==> src/rtl/trap_detect_unit_if.sv <==
// Bus bundle between EXE operand select, the trap-detect stage, MEM and CP0.
// Handshake: a transfer happens on a rising clk edge where valid && ready are both high; the sender
// holds valid and payload stable until that edge, and ready may depend combinationally on valid.
interface trap_detect_unit_if #(
  parameter int DATA_WIDTH = 32,
  parameter int PC_WIDTH   = 32,
  parameter int CNT_WIDTH  = 16
);
  logic                  in_valid;
  logic                  in_ready;
  logic [2:0]            in_trap_op;
  logic [DATA_WIDTH-1:0] in_src_a;
  logic [DATA_WIDTH-1:0] in_src_b;
  logic [PC_WIDTH-1:0]   in_pc;
  logic                  in_bd;
  logic                  flush;
  logic                  out_valid;
  logic                  out_ready;
  logic                  out_trap;
  logic [PC_WIDTH-1:0]   out_pc;
  logic                  exc_req;
  logic [4:0]            exc_code;
  logic [PC_WIDTH-1:0]   exc_epc;
  logic                  exc_bd;
  logic                  exc_ack;
  logic [CNT_WIDTH-1:0]  trap_count;

  // Pipeline/CP0 side that drives operands and consumes results.
  modport master (
    output in_valid, in_trap_op, in_src_a, in_src_b, in_pc, in_bd, flush, out_ready, exc_ack,
    input  in_ready, out_valid, out_trap, out_pc, exc_req, exc_code, exc_epc, exc_bd, trap_count
  );

  // The trap-detect unit itself.
  modport slave (
    input  in_valid, in_trap_op, in_src_a, in_src_b, in_pc, in_bd, flush, out_ready, exc_ack,
    output in_ready, out_valid, out_trap, out_pc, exc_req, exc_code, exc_epc, exc_bd, trap_count
  );
endinterface

==> src/rtl/trap_detect_unit.sv <==
// Registered MIPS conditional-trap stage: one-entry result slot feeding MEM, plus a latched
// trap exception request to CP0 that stalls issue until acknowledged.
module trap_detect_unit #(
  parameter int         DATA_WIDTH   = 32,
  parameter int         PC_WIDTH     = 32,
  parameter int         CNT_WIDTH    = 16,
  parameter logic [4:0] EXCCODE_TRAP = 5'h0d
) (
  input  logic          clk,
  input  logic          resetn,
  trap_detect_unit_if.slave bus,
  output logic [0:0]    dbg_state
);

  localparam logic [2:0] OP_TEQ  = 3'd1;
  localparam logic [2:0] OP_TGE  = 3'd2;
  localparam logic [2:0] OP_TGEU = 3'd3;
  localparam logic [2:0] OP_TLT  = 3'd4;
  localparam logic [2:0] OP_TLTU = 3'd5;
  localparam logic [2:0] OP_TNE  = 3'd6;

  typedef enum logic [0:0] {
    S_IDLE    = 1'b0,
    S_PENDING = 1'b1
  } state_t;

  state_t                state_q;
  state_t                state_nxt;

  logic                  out_valid_q;
  logic                  out_trap_q;
  logic                  out_bd_q;
  logic [PC_WIDTH-1:0]   out_pc_q;
  logic [PC_WIDTH-1:0]   exc_epc_q;
  logic                  exc_bd_q;
  logic [CNT_WIDTH-1:0]  trap_count_q;

  logic                  cmp_trap;
  logic                  in_ready_c;
  logic                  accept;
  logic                  out_fire;
  logic                  raise;
  logic [PC_WIDTH-1:0]   epc_c;

  // Trap condition on the full operand width.
  always_comb begin
    cmp_trap = 1'b0;
    case (bus.in_trap_op)
      OP_TEQ:  cmp_trap = (bus.in_src_a == bus.in_src_b);
      OP_TGE:  cmp_trap = ($signed(bus.in_src_a) >= $signed(bus.in_src_b));
      OP_TGEU: cmp_trap = (bus.in_src_a >= bus.in_src_b);
      OP_TLT:  cmp_trap = ($signed(bus.in_src_a) <  $signed(bus.in_src_b));
      OP_TLTU: cmp_trap = (bus.in_src_a <  bus.in_src_b);
      OP_TNE:  cmp_trap = (bus.in_src_a != bus.in_src_b);
      default: cmp_trap = 1'b0;
    endcase
  end

  // resetn gates ready so the input port reads as closed while reset is held.
  assign in_ready_c = resetn && (state_q == S_IDLE) && (!out_valid_q || bus.out_ready) && !bus.flush;
  assign accept     = bus.in_valid && in_ready_c;
  assign out_fire   = out_valid_q && bus.out_ready && !bus.flush;

  // Result slot: flush wins, then a new accept refills it, otherwise a fire empties it.
  always_ff @(posedge clk or negedge resetn) begin
    if (!resetn) begin
      out_valid_q <= 1'b0;
      out_trap_q  <= 1'b0;
      out_bd_q    <= 1'b0;
      out_pc_q    <= '0;
    end else if (bus.flush) begin
      out_valid_q <= 1'b0;
    end else if (accept) begin
      out_valid_q <= 1'b1;
      out_trap_q  <= cmp_trap;
      out_bd_q    <= bus.in_bd;
      out_pc_q    <= bus.in_pc;
    end else if (out_fire) begin
      out_valid_q <= 1'b0;
    end
  end

  always_ff @(posedge clk or negedge resetn) begin
    if (!resetn) begin
      state_q <= S_IDLE;
    end else begin
      state_q <= state_nxt;
    end
  end

  // Only a trap leaving the slot while idle is committed; acks outside PENDING are dropped.
  always_comb begin
    state_nxt = state_q;
    raise     = 1'b0;
    case (state_q)
      S_IDLE: begin
        if (out_fire && out_trap_q) begin
          state_nxt = S_PENDING;
          raise     = 1'b1;
        end
      end
      S_PENDING: begin
        if (bus.exc_ack) begin
          state_nxt = S_IDLE;
        end
      end
      default: state_nxt = S_IDLE;
    endcase
  end

  assign epc_c = out_bd_q ? (out_pc_q - PC_WIDTH'(4)) : out_pc_q;

  // EPC/BD are latched on raise and kept after the ack for CP0 to read back.
  always_ff @(posedge clk or negedge resetn) begin
    if (!resetn) begin
      exc_epc_q <= '0;
      exc_bd_q  <= 1'b0;
    end else if (raise) begin
      exc_epc_q <= epc_c;
      exc_bd_q  <= out_bd_q;
    end
  end

  always_ff @(posedge clk or negedge resetn) begin
    if (!resetn) begin
      trap_count_q <= '0;
    end else if (raise && (trap_count_q != {CNT_WIDTH{1'b1}})) begin
      trap_count_q <= trap_count_q + CNT_WIDTH'(1);
    end
  end

  assign bus.in_ready   = in_ready_c;
  assign bus.out_valid  = out_valid_q;
  assign bus.out_trap   = out_trap_q;
  assign bus.out_pc     = out_pc_q;
  assign bus.exc_req    = (state_q == S_PENDING);
  assign bus.exc_code   = (state_q == S_PENDING) ? EXCCODE_TRAP : 5'd0;
  assign bus.exc_epc    = exc_epc_q;
  assign bus.exc_bd     = exc_bd_q;
  assign bus.trap_count = trap_count_q;
  assign dbg_state      = state_q;

endmodule

==> src/flat_wrapper.sv <==
// flat-port wrapper written by rule: the top's interface ports become plain ports
module trap_detect_unit_flat 
#(
  parameter int         DATA_WIDTH   = 32,
  parameter int         PC_WIDTH     = 32,
  parameter int         CNT_WIDTH    = 16,
  parameter logic [4:0] EXCCODE_TRAP = 5'h0d
)
  (clk, resetn, dbg_state, bus_in_valid, bus_in_trap_op, bus_in_src_a, bus_in_src_b, bus_in_pc, bus_in_bd, bus_flush, bus_out_ready, bus_exc_ack, bus_in_ready, bus_out_valid, bus_out_trap, bus_out_pc, bus_exc_req, bus_exc_code, bus_exc_epc, bus_exc_bd, bus_trap_count);
  trap_detect_unit_if #(.DATA_WIDTH(DATA_WIDTH), .PC_WIDTH(PC_WIDTH), .CNT_WIDTH(CNT_WIDTH)) bus_i ();
  input  logic clk;
  input  logic resetn;
  output logic [0:0] dbg_state;
  input wire logic [$bits(bus_i.in_valid)-1:0] bus_in_valid;
  input wire logic [$bits(bus_i.in_trap_op)-1:0] bus_in_trap_op;
  input wire logic [$bits(bus_i.in_src_a)-1:0] bus_in_src_a;
  input wire logic [$bits(bus_i.in_src_b)-1:0] bus_in_src_b;
  input wire logic [$bits(bus_i.in_pc)-1:0] bus_in_pc;
  input wire logic [$bits(bus_i.in_bd)-1:0] bus_in_bd;
  input wire logic [$bits(bus_i.flush)-1:0] bus_flush;
  input wire logic [$bits(bus_i.out_ready)-1:0] bus_out_ready;
  input wire logic [$bits(bus_i.exc_ack)-1:0] bus_exc_ack;
  output wire logic [$bits(bus_i.in_ready)-1:0] bus_in_ready;
  output wire logic [$bits(bus_i.out_valid)-1:0] bus_out_valid;
  output wire logic [$bits(bus_i.out_trap)-1:0] bus_out_trap;
  output wire logic [$bits(bus_i.out_pc)-1:0] bus_out_pc;
  output wire logic [$bits(bus_i.exc_req)-1:0] bus_exc_req;
  output wire logic [$bits(bus_i.exc_code)-1:0] bus_exc_code;
  output wire logic [$bits(bus_i.exc_epc)-1:0] bus_exc_epc;
  output wire logic [$bits(bus_i.exc_bd)-1:0] bus_exc_bd;
  output wire logic [$bits(bus_i.trap_count)-1:0] bus_trap_count;
  assign bus_i.in_valid = bus_in_valid;
  assign bus_i.in_trap_op = bus_in_trap_op;
  assign bus_i.in_src_a = bus_in_src_a;
  assign bus_i.in_src_b = bus_in_src_b;
  assign bus_i.in_pc = bus_in_pc;
  assign bus_i.in_bd = bus_in_bd;
  assign bus_i.flush = bus_flush;
  assign bus_i.out_ready = bus_out_ready;
  assign bus_i.exc_ack = bus_exc_ack;
  assign bus_in_ready = bus_i.in_ready;
  assign bus_out_valid = bus_i.out_valid;
  assign bus_out_trap = bus_i.out_trap;
  assign bus_out_pc = bus_i.out_pc;
  assign bus_exc_req = bus_i.exc_req;
  assign bus_exc_code = bus_i.exc_code;
  assign bus_exc_epc = bus_i.exc_epc;
  assign bus_exc_bd = bus_i.exc_bd;
  assign bus_trap_count = bus_i.trap_count;
  trap_detect_unit #(.DATA_WIDTH(DATA_WIDTH), .PC_WIDTH(PC_WIDTH), .CNT_WIDTH(CNT_WIDTH), .EXCCODE_TRAP(EXCCODE_TRAP)) u_core (.clk(clk), .resetn(resetn), .bus(bus_i), .dbg_state(dbg_state));
endmodule
==> config.mk <==
export PLATFORM = sky130hd
export DESIGN_NAME = trap_detect_unit_flat
export DESIGN_NICKNAME = d
export VERILOG_FILES = /design/src/rtl/trap_detect_unit_if.sv /design/src/rtl/trap_detect_unit.sv /design/src/flat_wrapper.sv
export SDC_FILE = /design/constraint.sdc
export NUM_CORES = 1
export LEC_CHECK = 0
export CAP_MARGIN = 10
export CORE_UTILIZATION = 47
export DETAILED_ROUTE_END_ITERATION = 10
export PLACE_DENSITY = 0.89
export SYNTH_ARGS = -nofsm -noshare
export SYNTH_HDL_FRONTEND = slang
export SYNTH_SLANG_ARGS = --single-unit
==> constraint.sdc <==
create_clock -name clk -period 4 [get_ports clk]
set_clock_uncertainty 0.05 [all_clocks]
set_input_delay 0.6 -clock clk [delete_from_list [all_inputs] [get_ports clk]]
set_output_delay 0.6 -clock clk [all_outputs]
set_load 0.1 [all_outputs]
==> results by group <==
Layout
  – FF/Latch Area: between 2000 and 2500 sq um
  – Final nets: slightly below 800
  – Fillers: between 700 and 800
  – Layout cells sized above 1: 0.102
  – Final core occ: 0.713
  – Area delta synth->final: 47.4%
  – Footprint of the multi-input gates: about 2400 sq um
  – Antenna Cells: 0

Global route
  – Vias in the first global route: ~4300
  – First-pass GRT wire length: between 15000 and 20000 um
  – Antenna violations before repair: 0
  – GRT Overall Usage: 0.250
  – Pin count of the biggest net entering global routing: 65
  – Total gr overflow: 0

Logic synthesis
  – Flops & latches, synth: 85
  – Synth Warn #: 0
  – Post-synth cell types: 48
  – Ys async rst share: 1.00
  – Post-synthesis cell count: around 460
  – Primary FF master, synth: dfrtp_1
  – Number of synthesized flops with an enable pin: 0
  – Mapped Area: between 4000 and 5000 sq um
  – Synth Area per Inst: 10.2 sq um
  – Sequential area share after synthesis: 0.450

STA
  – Final worst-path cycle share: 0.724
  – Highest clock rate: approximately 0.35 GHz
  – Post-route minimum period: roughly 2.9 ns
  – RSZ-0062 raised after global routing: no
  – Final Hold Vio Count: 0
  – Pins Over Slew Limit: 0
  – # setup viols final: 0
  – Setup TNS: 0 ns
  – Worst Tran Pin Value: between 1 and 1.5 ns
  – Worst Slack Setup Final: about 1.1 ns
  – Max-slew headroom: 0.317

Die
  – Die H: ~100 um
  – Core area: between 9000 and 10000 sq um
  – Rows: 36
  – Die area: ~10000 sq um
  – I/O pin cnt: approximately 200
  – Die X: between 100 and 150 um
  – Initial Util: 0.484

CTS
  – CTS tree: done
  – H-tree Lvls: 3
  – # hold bufs at CTS: 0
  – Post-cts resize count: 0
  – Num CTS Buffers: 9
  – Clock Latency Late Sink: 0.36 ns
  – Setup bufs post-CTS: 0
  – Clock Sinks: between 80 and 90
  – Root buf cell: clkbuf_8
  – Clk slew on worst S/H paths: roughly 0.090 ns
  – Max clock buf depth: 2

Power and ir drop
  – Static Leak: 3.01 nW
  – Power Dens Cells: 660 nW/um^2
  – Final Total Pwr: between 0.004 and 0.005 W
  – Peak VDD IR: approximately 480 uV

Critical path
  – CP max-delay cell: or4_4
  – Worst r2r src: u_core.bus.out_pc[2]
  – Critical Path Max Stage Delay: around 0.6 ns
  – Arrival time at the worst endpoint: between 3 and 4 ns
  – CP required: roughly 4.2 ns
  – CP max FO: 5
  – Critical path class: input port to flop
  – CP startpoint kind: input port
  – Crit path from: bus_in_src_b[31]
  – CP cell instances: clkdlybuf4s50_1, inv_1, ha_1, nand4_2, or4_4, nor2_4, or3b_4, or3b_1, nand4_1, o31ai_1
  – Reg2reg path depth: 9
  – Crit. End Element: flop

Placement
  – Post-place setup slack: 0.765 ns
  – Detailed Place HPWL: 10200 um
  – RePlAce Congestion: just over 0.8
  – IO buf count: approximately 190

Min path
  – Hold Crit Class: input port to asynchronous set/reset pin

Job
  – Max-cap violations: 0

Detailed routing
  – Vias: 4151
  – WL per Instance: ~16 um
  – DRT antenna net count: 0
  – Violation count after the first detailed-routing iteration: ~160
  – WL final: between 10000 and 15000 um
  – TritonRoute pass-1 iters: 4
  – DR vias/cell: approximately 5.2
  – Remaining DRCs: 0

Run status
  – Outcome: finished clean
==> cell usage in the layout, fill, tap and decap left out, types with 5 or more instances in the layout <==
cell	n
a21oi_1	40
buf_4	5
clkbuf_8	9
clkdlybuf4s50_1	192
dfrtp_1	85
ha_1	34
inv_1	36
mux2_2	37
nand2_1	27
nand3_1	15
nand4_1	13
nor2_1	49
nor3_1	10
nor4_1	7
o21ai_0	7
xnor2_1	34
xor2_1	7
==> final cells by class <==
cell class | instances | share of cell area
multi-input cells | 326 | 0.341
flip-flops and latches | 85 | 0.305
repair buffers | 197 | 0.281
well taps | 133 | 0.0239
inverters | 36 | 0.0194
clock buffers | 11 | 0.0188
clock inverters | 4 | 0.0106
==> flip-flops by register name, summed over array words and instances, names as in the netlist <==
name,count
u_core.bus.exc_bd,1
u_core.bus.exc_epc,32
u_core.bus.exc_req,1
u_core.bus.out_pc,32
u_core.bus.out_trap,1
u_core.bus.out_valid,1
u_core.bus.trap_count,16
u_core.out_bd_q,1
==> logic make-up (layout without fill, tap and decap cells) <==
logic type	Yosys count	in the layout	synth area share
buffers and inverters	54	248	0.0492
XOR/XNOR	41	41	0.0759
adder cells (fa/ha/maj)	34	34	0.0899
AO/OA/AOI/OAI	63	63	0.0796
multiplexers	37	37	0.0881
other	1	2	0.000793
AND/OR/NAND/NOR	149	149	0.167
flip-flops	85	85	0.450
==> worst max-delay path: cells and delay by family <==
family	cells	cell delay, ns
compound gates	1	0.07
fa+ha+maj	1	0.36
buf+inv	2	0.50
simple gates	6	1.51
==> metal layers <==
layer | GRT usage | routed length (um) | share of wire
met5 | 0 | 0 | 0
met4 | 0.0692 | 91 | 0.0071
met3 | 0.0622 | 824 | 0.064
met2 | 0.475 | 6910 | 0.54
met1 | 0.274 | 5030 | 0.39
==> cells in the mapped netlist (3+ instances only) <==
library cell / n / share of area
dfrtp_1: 85 / 0.45
nor2_1: 49 / 0.039
a21oi_1: 40 / 0.042
mux2_2: 37 / 0.088
inv_1: 36 / 0.029
ha_1: 34 / 0.090
xnor2_1: 34 / 0.063
nand2_1: 28 / 0.022
nand3_1: 15 / 0.016
nand4_1: 13 / 0.017
nor3_1: 10 / 0.011
buf_4: 8 / 0.013
clkbuf_1: 8 / 0.0063
nor4_1: 7 / 0.0093
o21ai_0: 7 / 0.0074
xor2_1: 7 / 0.013
a31oi_1: 4 / 0.0053
and3_1: 3 / 0.0040
nand3b_1: 3 / 0.0048
==> path summary, 6_finish.rpt <==
check,end,slack [ns]
hold reg to reg,u_core.bus.trap_count[12],0.46
max in group asynchronous,u_core.bus.out_pc[28],2.64
setup reg to reg,u_core.bus.exc_epc[30],1.48
setup / recovery,u_core.bus.out_trap,1.11
min in group clk,u_core.bus.trap_count[12],0.46
hold / removal,u_core.bus.trap_count[13],0.29
==> per-stage QoR <==
stage / area (sq um) / std cells / hold slack (ns)
floorplan: 4730 / 465 / 0.254
global placement: 6770 / 777 / 0.428
detailed placement: 6770 / 777 / 0.444
CTS: 6970 / 792 / 0.284
global route: 6970 / 792 / 0.309
finish: 6970 / 792 / 0.289
==> where the power goes <==
| group | internal [W] | switching (W) |
|---|---|---|
| combinational | 0.000670 | 0.00200 |
| sequential | 0.00108 | 0.000208 |
| clock | 0.000349 | 0.000301 |
No activity file was read; power rests on OpenSTA's default activity.
